==> src/rtl/uart_rx_os.sv <==
// uart_rx_os: oversampling UART receiver. Samples the async rx line on ticks
// derived from the rx_clk oversample square wave. Each received byte is offered
// on a valid/ready holding register together with its frame and parity status.
module uart_rx_os #(
  parameter int DATA_BITS  = 8,
  parameter int OS_RATE    = 16,
  parameter bit PARITY_EN  = 1'b0,
  parameter bit PARITY_ODD = 1'b0
) (
  input  logic                 clk,
  input  logic                 rst,
  input  logic                 rx_clk,
  input  logic                 rx,
  output logic [DATA_BITS-1:0] rx_data,
  output logic                 rx_valid,
  input  logic                 rx_ready,
  output logic                 frame_err,
  output logic                 parity_err,
  output logic                 overrun,
  output logic                 busy
);

  localparam int TICK_W = $clog2(OS_RATE);
  localparam int BIT_W  = $clog2(DATA_BITS + 1);
  localparam logic [TICK_W-1:0] TICK_ZERO = {TICK_W{1'b0}};
  localparam logic [TICK_W-1:0] TICK_ONE  = TICK_W'(1);
  localparam logic [TICK_W-1:0] TICK_MID  = TICK_W'(OS_RATE / 2 - 1);
  localparam logic [TICK_W-1:0] TICK_LAST = TICK_W'(OS_RATE - 1);
  localparam logic [BIT_W-1:0]  BIT_ZERO  = {BIT_W{1'b0}};
  localparam logic [BIT_W-1:0]  BIT_ONE   = BIT_W'(1);
  localparam logic [BIT_W-1:0]  BIT_LAST  = BIT_W'(DATA_BITS - 1);

  typedef enum logic [2:0] {
    IDLE    = 3'd0,
    START   = 3'd1,
    DATA    = 3'd2,
    PARITY  = 3'd3,
    STOP    = 3'd4,
    WAIT_HI = 3'd5
  } state_t;

  // Parity check result: 1 when data plus received parity bit violates the chosen sense.
  function automatic logic parity_bad_f(input logic [DATA_BITS-1:0] data, input logic pbit);
    parity_bad_f = (^data) ^ pbit ^ PARITY_ODD;
  endfunction

  logic                 rx_meta_r, rx_sync_r, rx_clk_d_r;
  logic                 rx_s, tick_s;
  state_t               state_r, state_s;
  logic [TICK_W-1:0]    tick_cnt_r, tick_cnt_s;
  logic [BIT_W-1:0]     bit_cnt_r, bit_cnt_s;
  logic [DATA_BITS-1:0] shift_r, shift_s;
  logic                 perr_r, perr_s;
  logic                 done_s, done_ferr_s;

  assign rx_s   = rx_sync_r;
  assign tick_s = rx_clk & ~rx_clk_d_r;

  // Two-flop synchroniser for rx (idle-high preset) and rx_clk edge history.
  always_ff @(posedge clk or posedge rst) begin
    if (rst) begin
      rx_meta_r  <= 1'b1;
      rx_sync_r  <= 1'b1;
      rx_clk_d_r <= 1'b0;
    end else begin
      rx_meta_r  <= rx;
      rx_sync_r  <= rx_meta_r;
      rx_clk_d_r <= rx_clk;
    end
  end

  // Receiver state, counters and shift register.
  always_ff @(posedge clk or posedge rst) begin
    if (rst) begin
      state_r    <= IDLE;
      tick_cnt_r <= TICK_ZERO;
      bit_cnt_r  <= BIT_ZERO;
      shift_r    <= {DATA_BITS{1'b0}};
      perr_r     <= 1'b0;
      busy       <= 1'b0;
    end else begin
      state_r    <= state_s;
      tick_cnt_r <= tick_cnt_s;
      bit_cnt_r  <= bit_cnt_s;
      shift_r    <= shift_s;
      perr_r     <= perr_s;
      busy       <= (state_s != IDLE);
    end
  end

  // Next-state logic: everything advances only on oversample ticks.
  always_comb begin
    state_s     = state_r;
    tick_cnt_s  = tick_cnt_r;
    bit_cnt_s   = bit_cnt_r;
    shift_s     = shift_r;
    perr_s      = perr_r;
    done_s      = 1'b0;
    done_ferr_s = 1'b0;
    if (tick_s) begin
      case (state_r)
        IDLE: begin
          if (!rx_s) begin
            state_s    = START;
            tick_cnt_s = TICK_ZERO;
          end else begin
            state_s = IDLE;
          end
        end
        START: begin
          if (tick_cnt_r == TICK_MID) begin
            tick_cnt_s = TICK_ZERO;
            bit_cnt_s  = BIT_ZERO;
            perr_s     = 1'b0;
            if (!rx_s) begin
              state_s = DATA;
            end else begin
              state_s = IDLE;
            end
          end else begin
            tick_cnt_s = tick_cnt_r + TICK_ONE;
          end
        end
        DATA: begin
          if (tick_cnt_r == TICK_LAST) begin
            tick_cnt_s = TICK_ZERO;
            shift_s    = {rx_s, shift_r[DATA_BITS-1:1]};
            bit_cnt_s  = bit_cnt_r + BIT_ONE;
            if (bit_cnt_r == BIT_LAST) begin
              state_s = PARITY_EN ? PARITY : STOP;
            end else begin
              state_s = DATA;
            end
          end else begin
            tick_cnt_s = tick_cnt_r + TICK_ONE;
          end
        end
        PARITY: begin
          if (tick_cnt_r == TICK_LAST) begin
            tick_cnt_s = TICK_ZERO;
            perr_s     = parity_bad_f(shift_r, rx_s);
            state_s    = STOP;
          end else begin
            tick_cnt_s = tick_cnt_r + TICK_ONE;
          end
        end
        STOP: begin
          if (tick_cnt_r == TICK_LAST) begin
            tick_cnt_s  = TICK_ZERO;
            done_s      = 1'b1;
            done_ferr_s = ~rx_s;
            state_s     = rx_s ? IDLE : WAIT_HI;
          end else begin
            tick_cnt_s = tick_cnt_r + TICK_ONE;
          end
        end
        WAIT_HI: begin
          if (rx_s) begin
            state_s = IDLE;
          end else begin
            state_s = WAIT_HI;
          end
        end
        default: begin
          state_s = IDLE;
        end
      endcase
    end else begin
      state_s = state_r;
    end
  end

  // Holding register with valid/ready handshake; a full register drops new frames.
  always_ff @(posedge clk or posedge rst) begin
    if (rst) begin
      rx_data    <= {DATA_BITS{1'b0}};
      rx_valid   <= 1'b0;
      frame_err  <= 1'b0;
      parity_err <= 1'b0;
      overrun    <= 1'b0;
    end else if (done_s) begin
      if (!rx_valid || rx_ready) begin
        rx_data    <= shift_r;
        rx_valid   <= 1'b1;
        frame_err  <= done_ferr_s;
        parity_err <= PARITY_EN ? perr_r : 1'b0;
        overrun    <= 1'b0;
      end else begin
        overrun <= 1'b1;
      end
    end else begin
      overrun <= 1'b0;
      if (rx_valid && rx_ready) begin
        rx_valid <= 1'b0;
      end
    end
  end

endmodule

==> config.mk <==
export PLATFORM = sky130hd
export DESIGN_NAME = uart_rx_os
export DESIGN_NICKNAME = d
export VERILOG_FILES = /design/src/rtl/uart_rx_os.sv
export SDC_FILE = /design/constraint.sdc
export NUM_CORES = 1
export LEC_CHECK = 0
export BUFFER_PORTS_ARGS = -buffer_cell sky130_fd_sc_hd__buf_2
export CORE_MARGIN = 3
export CORE_UTILIZATION = 57
export DETAILED_ROUTE_END_ITERATION = 16
export HOLD_SLACK_MARGIN = 0.05
export PLACE_DENSITY = 0.78
export SYNTH_ARGS = -nofsm -noshare
export SYNTH_HDL_FRONTEND = slang
export SYNTH_SLANG_ARGS = --single-unit
==> constraint.sdc <==
create_clock -name clk -period 2.2 [get_ports clk]
set_input_delay 0.44 -clock clk [delete_from_list [all_inputs] [get_ports clk]]
set_output_delay 0.44 -clock clk [all_outputs]
set_load 0.03 [all_outputs]
Yosys cells after proc, flatten, opt, wreduce, memory -nomap -nowiden
Cells that the tools add are included.
Widths: inputs -> output; s select.
- reduce and logical (&&, ||, !) cells: 14
- muxes and demuxes: 28
- bitwise gates (word level): 3
- add/sub/neg operators: 2
- eq/ne operators: 12
- operators with widths (cell ; count):
    $mux 3 ; 7
    $mux 4 ; 5
    $pmux 3 s6 ; 1
    $mux 1 ; 12
    $pmux 4 s3 ; 1
    $add 4x1->4 const B ; 2
    $eq 4x3->1 const B ; 2
    $pmux 4 s2 ; 1
    $eq 3x2->1 const B ; 2
    $eq 3x3->1 const B ; 2
    $ne 2x2->1 const B ; 3
    $reduce_and 3->1 ; 2
    $reduce_bool 3->1 ; 2
    $eq 4x4->1 const B ; 1
    $reduce_and 2->1 ; 2
    $reduce_and 4->1 ; 1
    $reduce_bool 2->1 ; 2
    $eq 3x1->1 const B ; 1
    $logic_not 3->1 ; 1
    $reduce_or 3->1 ; 1
    $mux 2 ; 1
    $ne 2x1->1 const B ; 1
    $not 1->1 ; 2
    $and 1x1->1 ; 1
    other kinds (3) ; 3
- register bits after elaboration: 34
- input bits: 5

Depth between registers and ports, before layout
- depth in word-level cells: 6
- depth in mapped cells: 6
- mapped depth without buffers: 5

Worst setup path after synthesis
OpenSTA, ideal clock, no wires.
- path kind: register to register
- start: reg tick_cnt_r[0]
- end: reg rx_data[0]
- cell stages (with the launch flop): 6
- path slack: 0.450 ns
- path buffers: 1
- arrival time: 1.625 ns
- library setup time: 0.125 ns
- period minus slack after synthesis: 1.750 ns
- cells stage by stage: dfrtp_1 ha_1 and3_2 clkbuf_1 nand4_1 mux2_2
- cells in the longest elaborated chain, start to end: 5
- ends and longest elaborated chain (element ; line ; RTL):
    start, declared ; 50 ; logic [TICK_W-1:0] tick_cnt_r, tick_cnt_s;
    start signal, assigned ; 83 ; tick_cnt_r <= tick_cnt_s;
    $eq 4x4->1 ; 148 ; if (tick_cnt_r == TICK_LAST) begin
    $mux 1 ; 148 ;
    $mux 1 ; 101 ; case (state_r)
    $mux 1 ; 100 ; if (tick_s) begin
    $reduce_and 2->1 (no source line) ; n/a ;
    end signal, assigned ; 176 ; rx_data <= {DATA_BITS{1'b0}};
    end signal, assigned ; 183 ; rx_data <= shift_r;
    end, declared ; 14 ; output logic [DATA_BITS-1:0] rx_data,
No other way between the ends.
A chain may end at the register's enable or synchronous reset.

Worst setup path after layout
- start: reg tick_cnt_r[3]
- end: reg bit_cnt_r[3]
- cells in the longest elaborated chain, start to end: 3
- ends and longest elaborated chain (element ; line ; RTL):
    $eq 4x4->1 or $eq 4x3->1 (tied branches) ; 125, 111 ;
    $ne 2x2->1 (no source line) ; n/a ;
    $reduce_and 4->1 (no source line) * ; n/a ;
    end signal, assigned ; 84 ; bit_cnt_r <= bit_cnt_s;
    end, declared ; 51 ; logic [BIT_W-1:0] bit_cnt_r, bit_cnt_s;
Mark *: on every way between the ends. The rest lies on a longest branch, timed or not.

==> impl_metrics.yaml <==
outcome:
  status: "completed"
placement:
  dp_hpwl_mm: 1.95
  dp.cells: 180
  portBuffers: 16
  dpl-instance-area_mm2: 0.00170
  gp_congestion: 0.841
cts:
  htreeDepth: 2
  postCtsResizedCells: 0
  insertion_delay_ns: 0.33
  cts.root.buffer_cell: "clkbuf_4"
  post_cts_buffers: 0
  cts.sinks: 34
  clk_pin_slew_ns: 0.10
  cts_max_path_buffers: 2
  cts_made_buffers: 5
  tritoncts: "done"
  hold_buffers: 0
worst_setup_path:
  cp.buffers_inverters: 0
  r2r_slack_ns: 0.39
  cp.arrival_ns: 2.09
  r2r-end: "bit_cnt_r[3]"
  r2r-start: "tick_cnt_r[3]"
  cp_cell_sequence: "or3b_1 -> a211o_1 -> or4_1 -> nand2_1"
  critPathTopFamily: "simple AND/OR/NAND/NOR gates"
  critical_path.max_fanout: 11
  cpPeakStageDelay_ns: 0.49
  r2r_cells: 4
  critPathCaptureType: "flop"
  startpoint_type: "flop"
  required_ns: 2.48
  slowest_stage: "dfrtp_1"
  worstSetupPathType: "flop to flop"
drt:
  via_per_inst: 5.90
  drt_iter0_drc: 25
  via_count: 1109
  drt_wl_total_mm: 2.72
  drc: 0
  firstDrtPassIters: 4
  ant_nets: 0
  wire_per_inst_um: 14.4
global_routing:
  grt_max_degree: 35
  grt_pass1_wl_mm: 4.77
  grt_pass1_vias: 1072
  overflow: 0
  grt_use_total_pct: 18.2
  antenna_found_initial: 0
floorplan:
  fp.dieH_um: 58.8
  io_pins: 18
  die_w_um: 58.8
  num_rows: 18
  core-area_mm2: 0.00257
  die-area_mm2: 0.00346
  start_util_pct: 61.9
power_and_ir_drop:
  power.density_mw_per_mm2: 787
  vdd_drop_max_v: 0.000632
  p_leak_nw: 0.849
logic_synthesis:
  yosys.area.top_type_share_pct: 50.4
  synth-seq-cells: 34
  synth_cell_type_count: 44
  synth_compound_area_share_pct: 10.2
  synth_adder_area_share_pct: 1.57
  synth_area_leaders: "dfrtp_1 (50%), mux2_2 (13%), dfstp_2 (3.3%), o21ai_0 (3.1%), nand3_1 (1.9%)"
  synth_nets: 144
  netlist_instances: 137
  async_flop_share_pct: 100
  synth_xor_area_share_pct: 0.551
  synth_edf_count: 0
  synth_top_area_cell: "dfrtp_1"
  yosys-mux-area-fraction_pct: 12.8
  synth_top_family_by_area: "simple AND/OR/NAND/NOR gates"
  syn_area_per_cell_um2: 11.6
  syn-cell-area_mm2: 0.00159
  yosys.area_share.simple_pct: 17.0
  yosys_warnings: 0
  yosys_most_used_dff: "dfrtp_1"
  yosysSeqAreaShare_pct: 53.7
sta:
  finalHoldWorstSlack_ns: 0.168
  rsz0062_at_grt: "false"
  slew_viol_final: 0
  hold_violations: 0
  timing.setup.tns_ns: 0
  fmax_mhz: 553
  finalSetupViolCount: 0
  period_share_pct: 82.2
  skew_ns: 0.00650
  post-route-min-period_ns: 1.81
layout:
  stdcell_count: 188
  n_fill_cell: 209
  syn_to_final_growth_pct: 11.0
  nets: 164
  drive_gt1_share_pct: 34.2
  diodes: 0
  fin_area_mm2: 0.00176
hold_path:
  min_path_type: "input pin to asynchronous set/reset pin"
run:
  cap_violations: 0
## Yosys cell counts, drive strengths merged, types with 2 or more instances
cell type and instances:
dfstp 2, nor3 4, o21ai 10, nand2b 4
o21a 2, nor2b 3, nand2 6, nand4 2
nor2 4, nand3 6, or3b 2, inv 3
a31oi 2, ha 2, mux2 18, clkbuf 5
nand4b 2, a22o 2, buf 4, nor3b 2
nor4 3, dfrtp 32
## metal layers
metal / share of wire, % / GRT usage, %
met1: 48 / 24.5
met2: 46 / 27.6
met3: 4.0 / 5.48
met4: 1.6 / 7.12
met5: 0 / 0
## where the power goes
| group | switching (mW) | internal, mW | total (mW) |
|---|---|---|---|
| clock network | 0.210 | 0.154 | 0.363 |
| registers | 0.0761 | 0.684 | 0.760 |
| logic | 0.139 | 0.126 | 0.264 |
## worst max-delay path by stage
stage	from	endpoint	slack [ns]	depth (start not counted)
final	tick_cnt_r[3]	bit_cnt_r[3]	0.39	4
after global routing	tick_cnt_r[0]	bit_cnt_r[3]	0.30	5
after CTS	tick_cnt_r[3]	bit_cnt_r[3]	0.41	4
after detailed placement	tick_cnt_r[3]	bit_cnt_r[3]	0.42	4
after global placement	state_r[0]	shift_r[6]	0.44	4
after floorplan	tick_cnt_r[0]	rx_data[0]	0.45	5
## per-stage QoR
step / total power [mW] / worst slack (ns) / utilization [%]
after CTS: 1.40 / 0.407 / 68.7
after floorplan: 0.983 / 0.450 / -
after global routing: 1.47 / 0.302 / 68.7
after global placement: 1.02 / 0.439 / 66.2
final: 1.39 / 0.391 / 68.7
after detailed placement: 1.04 / 0.424 / 66.2
## cells in the final DEF (no fill, tap or decap), drive strengths merged, types with 2 or more instances in the layout
cell and instances:
a22o 2, a31oi 2, buf 22, clkbuf 6, dfrtp 32, dfstp 2
ha 2, inv 3, mux2 18, nand2 6, nand2b 4, nand3 6
nand4 2, nand4b 2, nor2 4, nor2b 3, nor3 4, nor3b 2
nor4 3, o21a 2, o21ai 10, or3b 2
## logic make-up (layout without fill, tap and decap cells)
group / count (synthesis) / count (layout)
AO/OA/AOI/OAI: 24 / 24
adder cells (fa/ha/maj): 2 / 2
flip-flops: 34 / 34
AND/OR/NAND/NOR: 45 / 45
XOR/XNOR: 1 / 1
other: 1 / 1
multiplexers: 18 / 18
buffers and inverters: 12 / 33
## flip-flops by register name (all words and copies together), names as in the netlist
register and count:
tick_cnt_r 4, bit_cnt_r 4, overrun 1, rx_data 8, frame_err 1, rx_s 1, shift_r 8, rx_valid 1
busy 1, rx_clk_d_r 1, rx_meta_r 1, state_r 3
## worst reg2reg max path, cell delays in order (launching register included)
cell and delay [ns]:
dfrtp_1 0.49, or3b_1 0.43, a211o_1 0.35, or4_1 0.42, nand2_1 0.07
## area by class of cell
| type | instances | area [um^2] | share of cell area, % |
|---|---|---|---|
| flip-flops and latches | 34 | 853 | 48.4 |
| multi-input cells | 91 | 673 | 38.2 |
| repair buffers | 22 | 125 | 7.09 |
| clock buffers | 6 | 51.3 | 2.91 |
| well taps | 30 | 37.5 | 2.13 |
| clock inverters | 2 | 12.5 | 0.709 |
| inverters | 3 | 11.3 | 0.638 |
Power figures use the tool's default switching activity.
